<file path="src/rtl/uart_pkg.sv">
// uart_pkg: shared UART types.
//   parity_t, stop_bits_t   line framing options
//   uart_rx_entry_t         one received frame as buffered for the consumer
//   uart_rx_state_e         receiver FSM states
//   clamp_bits()            forces a data-bit count into the legal 5..8 range
package uart_pkg;

  typedef enum logic [1:0] {
    PAR_NONE = 2'd0,
    PAR_ODD  = 2'd1,
    PAR_EVEN = 2'd2
  } parity_t;

  typedef enum logic {
    STOP_1 = 1'b0,
    STOP_2 = 1'b1
  } stop_bits_t;

  typedef struct packed {
    logic [7:0] data;
    logic       parity_err;
    logic       frame_err;
  } uart_rx_entry_t;

  typedef enum logic [2:0] {
    S_IDLE   = 3'd0,
    S_START  = 3'd1,
    S_DATA   = 3'd2,
    S_PARITY = 3'd3,
    S_STOP1  = 3'd4,
    S_STOP2  = 3'd5,
    S_BREAK  = 3'd6
  } uart_rx_state_e;

  function automatic logic [3:0] clamp_bits(input logic [3:0] n);
    if (n < 4'd5) return 4'd5;
    if (n > 4'd8) return 4'd8;
    return n;
  endfunction

endpackage

</file>
<file path="src/rtl/uart_rx_fifo.sv">
// uart_rx_fifo: synchronous FIFO holding received frames.
//   clk, rst   clock, asynchronous active-high reset (empties the FIFO)
//   push/wdata write request; accepted when not full, or when full with a pop
//   pop        read request; ignored when empty
//   rdata      head entry, all zeros while empty
//   full/empty occupancy flags
module uart_rx_fifo #(
  parameter int WIDTH = 10,
  parameter int DEPTH = 4
) (
  input  logic             clk,
  input  logic             rst,
  input  logic             push,
  input  logic [WIDTH-1:0] wdata,
  input  logic             pop,
  output logic [WIDTH-1:0] rdata,
  output logic             full,
  output logic             empty
);

  localparam int AW = $clog2(DEPTH);

  logic [WIDTH-1:0] mem_q [DEPTH];
  logic [WIDTH-1:0] mem_d [DEPTH];
  logic [AW-1:0]    wr_ptr_q, wr_ptr_d, rd_ptr_q, rd_ptr_d;
  logic [AW:0]      count_q, count_d;
  logic             do_push, do_pop;

  assign empty = (count_q == '0);
  assign full  = (count_q == (AW+1)'(DEPTH));
  assign rdata = empty ? '0 : mem_q[rd_ptr_q];

  always_comb begin
    do_pop   = pop && !empty;
    // A full FIFO still accepts a write when the head leaves in the same cycle.
    do_push  = push && (!full || do_pop);
    mem_d    = mem_q;
    wr_ptr_d = wr_ptr_q;
    rd_ptr_d = rd_ptr_q;
    count_d  = count_q;
    if (do_push) begin
      mem_d[wr_ptr_q] = wdata;
      wr_ptr_d        = wr_ptr_q + AW'(1);
    end
    if (do_pop) rd_ptr_d = rd_ptr_q + AW'(1);
    if (do_push && !do_pop) count_d = count_q + (AW+1)'(1);
    else if (!do_push && do_pop) count_d = count_q - (AW+1)'(1);
  end

  always_ff @(posedge clk or posedge rst) begin
    if (rst) begin
      for (int i = 0; i < DEPTH; i++) mem_q[i] <= '0;
      wr_ptr_q <= '0;
      rd_ptr_q <= '0;
      count_q  <= '0;
    end else begin
      mem_q    <= mem_d;
      wr_ptr_q <= wr_ptr_d;
      rd_ptr_q <= rd_ptr_d;
      count_q  <= count_d;
    end
  end

endmodule

</file>
<file path="src/rtl/uart_rx_os.sv">
// uart_rx_os: oversampling UART receiver with a frame FIFO.
//   clk, rst          clock, asynchronous active-high reset
//   rx                asynchronous serial line, idle high
//   baud_div          oversample tick period in clk cycles minus 1
//   num_data_bits     5..8 data bits (clamped), latched at the start-bit sample
//   stop_bits, parity framing, latched at the start-bit sample
//   m_data/m_parity_err/m_frame_err/m_valid/m_ready  head-of-FIFO stream;
//                     an entry transfers on a cycle where m_valid and m_ready
//                     are both high, and the head holds steady otherwise
//   rx_busy           FSM outside S_IDLE
//   overrun           one-cycle pulse when a frame is dropped on a full FIFO
//   break_det         one-cycle pulse on a break (only with UART_RX_BREAK_EN)
// Build option: define UART_RX_BREAK_EN to enable break detection; otherwise a
// break frame is delivered as 0x00 with a frame error.
// The FSM state is visible as state_q for debug.
module uart_rx_os
  import uart_pkg::*;
#(
  parameter int OVERSAMPLE  = 16,
  parameter int FIFO_DEPTH  = 4,
  parameter int SYNC_STAGES = 2
) (
  input  logic        clk,
  input  logic        rst,
  input  logic        rx,
  input  logic [15:0] baud_div,
  input  logic [3:0]  num_data_bits,
  input  stop_bits_t  stop_bits,
  input  parity_t     parity,
  output logic [7:0]  m_data,
  output logic        m_parity_err,
  output logic        m_frame_err,
  output logic        m_valid,
  input  logic        m_ready,
  output logic        rx_busy,
  output logic        overrun,
  output logic        break_det
);

  localparam int OS_W = $clog2(OVERSAMPLE);
  localparam logic [OS_W-1:0] HALF_M1 = OS_W'(OVERSAMPLE / 2 - 1);
  localparam logic [OS_W-1:0] FULL_M1 = OS_W'(OVERSAMPLE - 1);

  logic [SYNC_STAGES-1:0] sync_q, sync_d;
  uart_rx_state_e state_q, state_d;
  logic [15:0]     div_cnt_q, div_cnt_d;
  logic [OS_W-1:0] os_cnt_q, os_cnt_d;
  logic [2:0]      bit_idx_q, bit_idx_d;
  logic [3:0]      nbits_q, nbits_d;
  logic            stop2_q, stop2_d;
  parity_t         par_q, par_d;
  logic [7:0]      data_q, data_d;
  logic            par_acc_q, par_acc_d, perr_q, perr_d, ferr_q, ferr_d;
  logic            overrun_q, overrun_d;
  logic            rx_s, tick, half_smp, full_smp, push, fifo_full, fifo_empty;
  uart_rx_entry_t  push_entry, head;
`ifdef UART_RX_BREAK_EN
  logic            par_bit_q, par_bit_d, break_q, break_d;
`endif

  assign rx_s     = sync_q[SYNC_STAGES-1];
  assign tick     = (div_cnt_q == baud_div);
  assign half_smp = tick && (os_cnt_q == HALF_M1);
  assign full_smp = tick && (os_cnt_q == FULL_M1);

  always_comb begin
    sync_d     = {sync_q[SYNC_STAGES-2:0], rx};
    state_d    = state_q;
    os_cnt_d   = os_cnt_q;
    bit_idx_d  = bit_idx_q;
    nbits_d    = nbits_q;
    stop2_d    = stop2_q;
    par_d      = par_q;
    data_d     = data_q;
    par_acc_d  = par_acc_q;
    perr_d     = perr_q;
    ferr_d     = ferr_q;
    push       = 1'b0;
`ifdef UART_RX_BREAK_EN
    par_bit_d  = par_bit_q;
    break_d    = 1'b0;
`endif
    // Divider held at zero while idle so the first tick is phased to the start edge.
    if (state_q == S_IDLE || tick) div_cnt_d = '0;
    else                           div_cnt_d = div_cnt_q + 16'd1;
    if (tick) os_cnt_d = os_cnt_q + OS_W'(1);

    case (state_q)
      S_IDLE: begin
        os_cnt_d = '0;
        if (!rx_s) state_d = S_START;
      end
      S_START: begin
        // Any high tick before mid-bit marks a glitch; give up early.
        if (tick && rx_s) state_d = S_IDLE;
        else if (half_smp) begin
          state_d   = S_DATA;
          os_cnt_d  = '0;
          bit_idx_d = '0;
          nbits_d   = clamp_bits(num_data_bits);
          stop2_d   = (stop_bits == STOP_2);
          par_d     = parity;
          data_d    = '0;
          par_acc_d = 1'b0;
          perr_d    = 1'b0;
          ferr_d    = 1'b0;
`ifdef UART_RX_BREAK_EN
          par_bit_d = 1'b0;
`endif
        end
      end
      S_DATA: begin
        if (full_smp) begin
          os_cnt_d          = '0;
          data_d[bit_idx_q] = rx_s;
          par_acc_d         = par_acc_q ^ rx_s;
          if ({1'b0, bit_idx_q} == nbits_q - 4'd1)
            state_d = (par_q == PAR_NONE) ? S_STOP1 : S_PARITY;
          else
            bit_idx_d = bit_idx_q + 3'd1;
        end
      end
      S_PARITY: begin
        if (full_smp) begin
          os_cnt_d = '0;
          // Odd parity expects the XOR over data+parity to be 1, even expects 0.
          perr_d   = (par_q == PAR_ODD) ? !(par_acc_q ^ rx_s) : (par_acc_q ^ rx_s);
`ifdef UART_RX_BREAK_EN
          par_bit_d = rx_s;
`endif
          state_d  = S_STOP1;
        end
      end
      S_STOP1: begin
        if (full_smp) begin
          os_cnt_d = '0;
          ferr_d   = !rx_s;
`ifdef UART_RX_BREAK_EN
          if (data_q == '0 && !par_bit_q && !rx_s) begin
            break_d = 1'b1;
            state_d = S_BREAK;
          end else
`endif
          if (stop2_q) state_d = S_STOP2;
          else begin
            push    = 1'b1;
            state_d = S_IDLE;
          end
        end
      end
      S_STOP2: begin
        if (full_smp) begin
          ferr_d  = ferr_q | !rx_s;
          push    = 1'b1;
          state_d = S_IDLE;
        end
      end
      S_BREAK: begin
        if (rx_s) state_d = S_IDLE;
      end
      default: state_d = S_IDLE;
    endcase

    push_entry = '{data: data_q, parity_err: perr_d, frame_err: ferr_d};
    overrun_d  = push && fifo_full && !(m_valid && m_ready);
  end

  always_ff @(posedge clk or posedge rst) begin
    if (rst) begin
      sync_q    <= '1;
      state_q   <= S_IDLE;
      div_cnt_q <= '0;
      os_cnt_q  <= '0;
      bit_idx_q <= '0;
      nbits_q   <= 4'd8;
      stop2_q   <= 1'b0;
      par_q     <= PAR_NONE;
      data_q    <= '0;
      par_acc_q <= 1'b0;
      perr_q    <= 1'b0;
      ferr_q    <= 1'b0;
      overrun_q <= 1'b0;
`ifdef UART_RX_BREAK_EN
      par_bit_q <= 1'b0;
      break_q   <= 1'b0;
`endif
    end else begin
      sync_q    <= sync_d;
      state_q   <= state_d;
      div_cnt_q <= div_cnt_d;
      os_cnt_q  <= os_cnt_d;
      bit_idx_q <= bit_idx_d;
      nbits_q   <= nbits_d;
      stop2_q   <= stop2_d;
      par_q     <= par_d;
      data_q    <= data_d;
      par_acc_q <= par_acc_d;
      perr_q    <= perr_d;
      ferr_q    <= ferr_d;
      overrun_q <= overrun_d;
`ifdef UART_RX_BREAK_EN
      par_bit_q <= par_bit_d;
      break_q   <= break_d;
`endif
    end
  end

  uart_rx_fifo #(
    .WIDTH($bits(uart_rx_entry_t)),
    .DEPTH(FIFO_DEPTH)
  ) u_fifo (
    .clk  (clk),
    .rst  (rst),
    .push (push),
    .wdata(push_entry),
    .pop  (m_valid && m_ready),
    .rdata(head),
    .full (fifo_full),
    .empty(fifo_empty)
  );

  assign m_valid      = !fifo_empty;
  assign m_data       = head.data;
  assign m_parity_err = head.parity_err;
  assign m_frame_err  = head.frame_err;
  assign rx_busy      = (state_q != S_IDLE);
  assign overrun      = overrun_q;
`ifdef UART_RX_BREAK_EN
  assign break_det    = break_q;
`else
  assign break_det    = 1'b0;
`endif

endmodule

</file>
<file path="config.mk">
export PLATFORM = sky130hd
export DESIGN_NAME = uart_rx_os
export DESIGN_NICKNAME = d
export VERILOG_FILES = /design/src/rtl/uart_pkg.sv /design/src/rtl/uart_rx_fifo.sv /design/src/rtl/uart_rx_os.sv
export SDC_FILE = /design/constraint.sdc
export NUM_CORES = 1
export LEC_CHECK = 0
export ABC_AREA = 0
export CAP_MARGIN = 10
export CORE_UTILIZATION = 58
export DETAILED_ROUTE_END_ITERATION = 7
export GPL_TIMING_DRIVEN = 1
export PLACE_DENSITY_LB_ADDON = 0.2
export SETUP_SLACK_MARGIN = 0.4
export SLEW_MARGIN = 20
export SYNTH_ARGS = -nofsm -noshare
export SYNTH_HDL_FRONTEND = slang
export SYNTH_SLANG_ARGS = --single-unit
</file>
<file path="constraint.sdc">
create_clock -name clk -period 3.8 [get_ports clk]
set_clock_uncertainty 0.2 [all_clocks]
set_input_delay 0.76 -clock clk [delete_from_list [all_inputs] [get_ports clk]]
set_output_delay 0.76 -clock clk [all_outputs]
set_load 0.02 [all_outputs]
</file>
==> results_dict.tcl <==
set metrics [dict create \
    status "completed" \
    synth_top_family_by_area "multiplexers" \
    routed-via-count 3305 \
    die_w_um 94.08 \
    fin_setup_tns_ns 0 \
    grt_pass1_vias 3410 \
    fmax_ghz 0.3060 \
    fp-row-count 33 \
    die_y_um 94.08 \
    gp_congestion 0.8105 \
    timing.slew.headroom 0.4376 \
    irDropWorstVdd_v 0.0002362 \
    core_um2 8217 \
    grt_use_met3 0.03722 \
    grt_pass1_wl_um 15640 \
    synth_seq_cells 94 \
    rsz0062_at_grt "no" \
    initialDrtViolationCount 120 \
    synth-xor-area-share 0.07786 \
    clkLatencyLatePin_ns 0.36 \
    path_clk_slew_ns 0.09 \
    ys.flop_type "dfrtp_1" \
    grt_start_max_net_pins 39 \
    dr.pass1.iters 5 \
    path_class "reg2out" \
    wl_um 9021 \
    syn_nets 473 \
    io_buffers 39 \
    htreeDepth 3 \
    cts.path.max_buffers 2 \
    antenna_found_initial 0 \
    top_usage_layer "met2" \
    yosys.area_share.simple 0.1514 \
    area_delta_synth_final_pct 14.22 \
    period_share 0.8599 \
    ant_nets 0 \
    grt_use_met2 0.4027 \
    synth.avg_cell_area_um2 11.28 \
    power_density_nw_per_um2 334.5 \
    viasPerCell 5.669 \
    drc 0 \
    synthArstFlopShare 1.000 \
    numCtsBuffers 9 \
    worst_pin_slew_ns 0.8418 \
    netlist_area_um2 4917 \
    io_pins 41 \
    cts_root_buf "clkbuf_8" \
    report.final.slew_viol_count 0 \
    hpwl_um 6590 \
    drive_above_1_share 0.1925 \
    cts_sinks 94 \
    arrival_ns 2.31 \
    holdWs_ns 0.1609 \
    cp.required_ns 2.84 \
    start_kind "flip-flop" \
    mostFrequentLayoutCells "dfrtp_1, mux2_2, nor2_1, clkdlybuf4s50_1" \
    synth-edff-count 0 \
    yosys-mux-area-fraction 0.1532 \
    synthDistinctLibCells 58 \
    yosysSeqAreaShare 0.4791 \
    grt.met1_usage 0.2897 \
    netlist_instances 436 \
    ys_warn_count 0 \
    finalInstanceArea_um2 5617 \
    grt_util_all_layers 0.2297 \
    start_util 0.5984 \
    mostFrequentLayoutCell "dfrtp_1" \
    fin_nets 510 \
    cts_tree "built" \
    min_period_ns 3.268 \
    synth-adder-area-share 0.02697 \
    synth-compound-area-share 0.07710 \
    diodes 0 \
    dieArea_um2 8850 \
    end_kind "output port" \
    maxCapViolCount 0 \
    p_leak_nw 2.579 \
    post_cts_buffers 0 \
    report.final.hold_viol_count 0 \
    placed_cell_area_um2 5400 \
    critPathMaxFanout 9 \
    finalSetupViolations 0 \
    wl_per_cell_um 15.47 \
    overflow 0 \
    hold_class "reg2reg" \
]
## registers in the layout, indices dropped and copies added (netlist names), 2 cells and up
signal and count:
u_fifo.count_q 3, nbits_q 4, par_q 2, u_fifo.wr_ptr_q 2, bit_idx_q 3, state_q 3
u_fifo.mem_q 40, sync_q 2, os_cnt_q 4, div_cnt_q 16, data_q 8, u_fifo.rd_ptr_q 2
## metrics by stage
| step | util | power, mW | instances | setup WS [ns] |
|---|---|---|---|---|
| after floorplan | - | 1.128 | 436 | 0.6162 |
| after global placement | 0.6572 | 1.180 | 567 | 0.3435 |
| after detailed placement | 0.6572 | 1.184 | 567 | 0.2745 |
| after CTS | 0.6834 | 1.896 | 583 | 0.4124 |
| after global routing | 0.6836 | 1.953 | 583 | 0.4257 |
| final | 0.6836 | 1.879 | 583 | 0.5324 |
## area by class of cell
cell class                 instances  area, µm²
tap                              105      131.4
multi-input combinational        309       2405
timing repair buffer              46      455.4
fill                             618       2600
clock buffer                      11      131.4
sequential                        94       2357
inverter                          13      52.55
clock inverter                     5      83.83
## per-layer routing
layer	wire length, µm	up-vias
li1	-	1599
met1	4110	1658
met2	4625	41
met3	197	7
met4	88	0
met5	0	-
## worst paths after layout
path / depth (start not counted) / slack [ns] / endpoint / startpoint
max in group asynchronous: 3 / 2.00 / sync_q[1] / rst
worst min-delay path: 0 / 0.16 / sync_q[1] / sync_q[0]
worst min register to register: 0 / 0.16 / sync_q[1] / sync_q[0]
worst max-delay path: 3 / 0.53 / m_data[6] / u_fifo.rd_ptr_q[0]
worst max register to register: 11 / 0.78 / u_fifo.count_q[2] / os_cnt_q[0]
min in group asynchronous: 2 / 0.71 / u_fifo.mem_q[0] / rst
## report_power, final
group          switching, mW  total, mW  internal, mW
registers             0.0302       1.05          1.02
logic                 0.0501      0.110        0.0601
clock network          0.345      0.718         0.372
total                  0.426       1.88          1.45
## cell usage after synthesis, types with 2 or more instances
cell       n  area (µm²)
a21oi_1   10       50.05
a31oi_1    2       12.51
and2_1    14       87.58
and3_1     4       25.02
buf_1      2       7.510
buf_2      4       20.02
buf_6      2       22.52
clkbuf_1   9       33.78
dfrtp_1   91        2277
dfstp_2    3       78.83
ha_1       9       112.6
inv_1     13       48.80
mux2_2    45       506.7
mux4_2    10       225.2
nand2_1   27       101.4
nand2b_1   6       37.54
nand3_1   12       60.06
nand4_1    8       50.05
nand4_2    3       37.54
nand4_4    2       42.54
nor2_1    42       157.7
nor2b_1    2       12.51
nor3_1     6       30.03
o211ai_1   2       15.01
o21a_1     2       15.01
o21ai_0   28       140.1
o31ai_1    3       22.52
or3_1      6       37.54
xnor2_1   28       245.2
xor2_1    13       113.9
## cell families (layout without fill, tap and decap cells)
| logic type | after synthesis | count (layout) |
|---|---|---|
| flops | 94 | 94 |
| simple gates | 139 | 139 |
| buf+inv | 33 | 75 |
| compound gates | 60 | 60 |
| other cells | 1 | 1 |
| mux | 57 | 57 |
| fa+ha+maj | 10 | 10 |
| xor+xnor | 42 | 42 |
## critical path, cell delays in order (launching register included)
cell	delay [ns]
dfrtp_1	0.67
mux4_2	0.57
and2_1	0.17
clkdlybuf4s50_1	0.53
## repair_timing
action | 4_1_cts | 5_1_grt
resized for setup | 0 | 1
endpoints found under the setup margin | 0 | 5
hold buffers | 0 | 0
(Power assumes the default switching activity.)
